[config.mk]
export PLATFORM = sky130hd
export DESIGN_NAME = pwl_sign_restore
export DESIGN_NICKNAME = d
export VERILOG_FILES = /design/src/rtl/pwl_sign_restore.sv
export SDC_FILE = /design/constraint.sdc
export NUM_CORES = 1
export LEC_CHECK = 0
export BUFFER_PORTS_ARGS = -buffer_cell sky130_fd_sc_hd__buf_2
export CAP_MARGIN = 20
export CORE_MARGIN = 4
export CORE_UTILIZATION = 48
export CTS_BUF_LIST = sky130_fd_sc_hd__clkbuf_4 sky130_fd_sc_hd__clkbuf_8
export DETAILED_ROUTE_END_ITERATION = 16
export PLACE_DENSITY_LB_ADDON = 0.2
export SYNTH_ARGS = -nofsm -noshare
export SYNTH_HDL_FRONTEND = slang
export SYNTH_SLANG_ARGS = --single-unit
[constraint.sdc]
create_clock -name CLK -period 2.08 [get_ports CLK]
set_input_delay 0.416 -clock CLK [delete_from_list [all_inputs] [get_ports CLK]]
set_output_delay 0.416 -clock CLK [all_outputs]
set_load 0.02 [all_outputs]
[src/rtl/pwl_sign_restore.sv]
// Re-applies input symmetry (tanh odd / sigmoid 1-f) to PWL core magnitudes via an order-preserving sign FIFO.
// One-cycle registered output; core_ready drops while the output is held or the FIFO is empty.
module pwl_sign_restore #(
  parameter int DATA_WIDTH = 16,
  parameter int FRAC_BITS  = 12,
  parameter int DEPTH      = 4
) (
  input  logic                  CLK,
  input  logic                  RST,
  input  logic                  in_valid,
  output logic                  in_ready,
  input  logic [DATA_WIDTH-1:0] in_x,
  input  logic                  in_func,
  input  logic                  core_valid,
  output logic                  core_ready,
  input  logic [DATA_WIDTH-1:0] core_mag,
  output logic                  out_valid,
  input  logic                  out_ready,
  output logic [DATA_WIDTH-1:0] out_y,
  output logic                  sign_underflow
);

  localparam int AW = (DEPTH > 1) ? $clog2(DEPTH) : 1;
  localparam int CW = $clog2(DEPTH + 1);
  localparam logic [CW-1:0] DEPTH_C = CW'(DEPTH);
  localparam logic [DATA_WIDTH-1:0] ONE = {{(DATA_WIDTH-1){1'b0}}, 1'b1} << FRAC_BITS;

  // Each entry is {sign, func}.
  logic [1:0]            mem_q [DEPTH];
  logic [1:0]            mem_d [DEPTH];
  logic [AW-1:0]         wr_ptr_q, wr_ptr_d;
  logic [AW-1:0]         rd_ptr_q, rd_ptr_d;
  logic [CW-1:0]         count_q, count_d;
  logic                  out_valid_q, out_valid_d;
  logic [DATA_WIDTH-1:0] out_y_q, out_y_d;
  logic                  sign_underflow_q, sign_underflow_d;

  logic                  fifo_full, fifo_empty;
  logic                  push, pop;
  logic [1:0]            head;
  logic [DATA_WIDTH-1:0] sat_mag;
  logic [DATA_WIDTH-1:0] y_val;
  logic                  unused_x;

  assign unused_x   = ^in_x[DATA_WIDTH-2:0];
  assign fifo_full  = (count_q == DEPTH_C);
  assign fifo_empty = (count_q == '0);
  assign in_ready   = !fifo_full;
  assign core_ready = !fifo_empty && (!out_valid_q || out_ready);
  assign push       = in_valid && in_ready;
  assign pop        = core_valid && core_ready;
  assign head       = mem_q[rd_ptr_q];

  always_comb begin
    sat_mag = (core_mag > ONE) ? ONE : core_mag;
    y_val   = sat_mag;
    case (head)
      2'b10:   y_val = -sat_mag;
      2'b11:   y_val = ONE - sat_mag;
      default: y_val = sat_mag;
    endcase
  end

  always_comb begin
    mem_d    = mem_q;
    wr_ptr_d = wr_ptr_q;
    rd_ptr_d = rd_ptr_q;
    count_d  = count_q;
    if (push) begin
      mem_d[wr_ptr_q] = {in_x[DATA_WIDTH-1], in_func};
      wr_ptr_d        = wr_ptr_q + AW'(1);
    end
    if (pop) begin
      rd_ptr_d = rd_ptr_q + AW'(1);
    end
    if (push && !pop) begin
      count_d = count_q + CW'(1);
    end else if (pop && !push) begin
      count_d = count_q - CW'(1);
    end
  end

  always_comb begin
    out_valid_d      = out_valid_q;
    out_y_d          = out_y_q;
    sign_underflow_d = sign_underflow_q | (core_valid && fifo_empty);
    if (pop) begin
      out_valid_d = 1'b1;
      out_y_d     = y_val;
    end else if (out_ready) begin
      out_valid_d = 1'b0;
    end
  end

  always_ff @(posedge CLK or negedge RST) begin
    if (!RST) begin
      for (int i = 0; i < DEPTH; i++) mem_q[i] <= 2'b00;
      wr_ptr_q         <= '0;
      rd_ptr_q         <= '0;
      count_q          <= '0;
      out_valid_q      <= 1'b0;
      out_y_q          <= '0;
      sign_underflow_q <= 1'b0;
    end else begin
      mem_q            <= mem_d;
      wr_ptr_q         <= wr_ptr_d;
      rd_ptr_q         <= rd_ptr_d;
      count_q          <= count_d;
      out_valid_q      <= out_valid_d;
      out_y_q          <= out_y_d;
      sign_underflow_q <= sign_underflow_d;
    end
  end

  assign out_valid      = out_valid_q;
  assign out_y          = out_y_q;
  assign sign_underflow = sign_underflow_q;

endmodule

==> results.py <==
metrics = {
    "global_routing": {
        "first_global_vias": 1728,
        "grt_max_degree": 34,
        "grtUsageMet1_pct": 26.4,
        "antenna_found_initial": 0,
        "gr-usage-all-layers_pct": 21.7,
        "busiest_layer": "met2",
        "overflow": 0,
        "gr-usage-met3_pct": 5.11,
        "met2_usage_pct": 37.9,
        "grt_pass1_wl_mm": 8.44,
    },
    "timing": {
        "clock_skew_ns": 0.0110,
        "setup_tns_ns": -1.81,
        "fmax_ghz": 0.413,
        "tightest_slew_ns": 0.744,
        "setup_ws_ns": -0.340,
        "finalSetupViolCount": 7,
        "period_minus_slack_ns": 2.42,
        "hold_violations": 0,
        "relSlewSlack_pct": 50.4,
        "rsz0062_at_grt": "true",
        "period_share_pct": 116,
        "maxSlewViolCount": 0,
    },
    "setup_path": {
        "critPathMaxFanout": 3,
        "cp.arrival_ns": 2.59,
        "cp_top_family": "simple AND/OR/NAND/NOR gates",
        "cp_cell_sequence": "buf_6 -> or4_4 -> o41ai_4 -> and2_4 -> nand2_4 -> ha_4 -> nor4b_4 -> a21bo_2 -> xnor2_2 -> mux2i_1 -> o21ai_1",
        "slowest_stage": "or4_4",
        "crit_buf_inv": 1,
        "critical_path_class": "input port to flop",
        "endpoint_kind": "flop",
        "required_ns": 2.25,
        "slowest_delay_ns": 0.55,
        "startpoint_type": "input port",
    },
    "final_layout": {
        "seq_area_um2": 830,
        "fill_cells": 298,
        "final_cells": 304,
        "area_growth_pct": 39.6,
        "multiInputGateArea_um2": 1130,
        "final_nets": 301,
        "fin_util_pct": 70.7,
        "diodes": 0,
        "drive_gt1_share_pct": 46.9,
    },
    "routing": {
        "drtAntennaViolNets": 0,
        "drt-initial-drc-count": 119,
        "vias": 1617,
        "drt_first_pass_iters": 4,
        "routedWlPerCell_um": 16.3,
        "routed_wl_mm": 4.96,
        "drc": 0,
        "avgViaCountPerCell": 5.32,
    },
    "job": {
        "cap_violations": 0,
    },
    "yosys": {
        "synth_adder_area_share_pct": 5.72,
        "ys_types": 39,
        "yosysWarnings": 0,
        "synth_top_family_by_area": "simple AND/OR/NAND/NOR gates",
        "ys_async_sr_fraction_pct": 100,
        "synth_mux_area_share_pct": 10.5,
        "synth_compound_area_share_pct": 13.5,
        "synthFlopType": "dfrtp_1",
        "synth-edff-count": 0,
        "syn_inst": 185,
        "yosys.area_share.simple_pct": 15.6,
        "ys_ff_latch": 33,
        "synthXorXnorAreaFrac_pct": 6.52,
        "syn-mean-instance-area_um2": 10.2,
        "ys_seq_area_share_pct": 43.9,
        "netlist_area_um2": 1880,
        "synth_fp_nets": 231,
    },
    "clock_tree": {
        "cts_hold_buf": 0,
        "h-tree-depth": 2,
        "clockBufferDepth": 2,
        "numCtsBuffers": 5,
        "clock-sinks": 33,
        "clock_tree.root_cell": "clkbuf_8",
        "clkLatencyLatePin_ns": 0.29,
        "cts_tree": "built",
        "cts.clk_slew.worst_paths_ns": 0.08,
    },
    "placement": {
        "dp_cells": 293,
        "hpwl_mm": 3.84,
        "io_buffers": 42,
        "pre_cts_ws_ns": -0.703,
        "globalplace.congestion": 0.920,
    },
    "power": {
        "power.density_nw_per_um2": 1300,
        "power_leakage_nw": 1.24,
        "vdd_drop_max_mv": 0.971,
    },
    "floorplanning": {
        "ioPinCount": 58,
        "die_w_um": 70.6,
        "start_util_pct": 50.6,
        "core-area_um2": 3720,
        "die_h_um": 70.6,
        "rows": 22,
        "die_area_um2": 4990,
    },
    "status": {
        "violations": "setup timing",
        "status": "finished, violations left",
    },
    "worst_hold_path": {
        "hold_class": "input port to asynchronous set/reset pin",
    },
}
==> layout by cell type (no fill, tap or decap), types with 5 or more instances in the layout <==
master | netlist | final
xor2_1 | 7 | 7
buf_4 | 0 | 29
clkbuf_8 | 0 | 6
nand2_1 | 29 | 28
xnor2_1 | 7 | 6
ha_1 | 7 | 5
inv_1 | 8 | 7
o31ai_1 | 9 | 8
o21ai_0 | 9 | 6
dfrtp_1 | 33 | 30
mux2_2 | 10 | 10
buf_2 | 1 | 39
nor2_1 | 9 | 7
==> layer usage <==
metal	up-vias	routed length [um]
li1	795	-
met1	785	2040
met2	32	2660
met3	5	200
met4	0	59
met5	-	0
==> cells by family (layout without fill, tap and decap cells) <==
group	Yosys count	in the layout
adder cells (fa/ha/maj)	8	8
buffers and inverters	17	88
AO/OA/AOI/OAI	35	35
flip-flops	33	33
XOR/XNOR	14	14
multiplexers	16	16
AND/OR/NAND/NOR	62	62
==> flip-flops by register name, indices dropped and copies added, names as in the netlist <==
register	cells
out_y	16
mem_q	8
count_q	3
rd_ptr_q	2
wr_ptr_q	2
out_valid	1
sign_underflow	1
==> stage by stage <==
step | instance area, um^2 | hold slack [ns] | total power, mW
after floorplan | 1980 | 0.120 | 2.23
after CTS | 2560 | 0.206 | 3.39
final | 2630 | 0.172 | 3.42
after global placement | 2390 | 0.432 | 2.60
after global routing | 2630 | 0.234 | 3.67
after detailed placement | 2390 | 0.451 | 2.71
==> synth_stat cells (all sizes together), types with 6 or more instances <==
library cell	instances	area, um^2
nor2	10	40.0
dfrtp	33	826
inv	8	30.0
nand2	29	109
clkbuf	6	22.5
xnor2	7	61.3
mux2	10	113
o31ai	9	67.6
o21ai	10	50.0
xor2	7	61.3
ha	7	87.6
a21oi	6	30.0
==> final timing paths <==
check | from | endpoint | slack [ns] | cells past startpoint
max in group asynchronous | RST | out_valid | 1.37 | 1
setup reg to reg | count_q[2] | count_q[2] | 0.08 | 10
hold / removal | RST | out_y[5] | 0.17 | 1
hold reg to reg | sign_underflow | sign_underflow | 0.46 | 1
setup / recovery | core_mag[10] | out_y[6] | -0.34 | 11
min in group CLK | core_valid | sign_underflow | 0.35 | 2
==> power by group <==
group          leakage [nW]  total (mW)  internal [mW]  switching (mW)
combinational         0.771        1.66          0.774           0.883
sequential            0.409        1.12          0.898           0.220
clock                0.0619       0.649          0.404           0.245
total                  1.24        3.42           2.08            1.35
==> repair_timing <==
action                     CTS  global route
resized for setup           10            11
buffers inserted             1             2
pin swaps                   11            15
setup endpoints to repair    7            10
==> area by class of cell <==
type | count | share of cell area, %
multi-input cells | 135 | 43.0
clock buffers | 7 | 3.43
well taps | 48 | 2.29
repair buffers | 72 | 17.4
flip-flops and latches | 33 | 31.6
clock inverters | 1 | 1.14
inverters | 8 | 1.14
No activity file was read; power rests on OpenSTA's default activity.
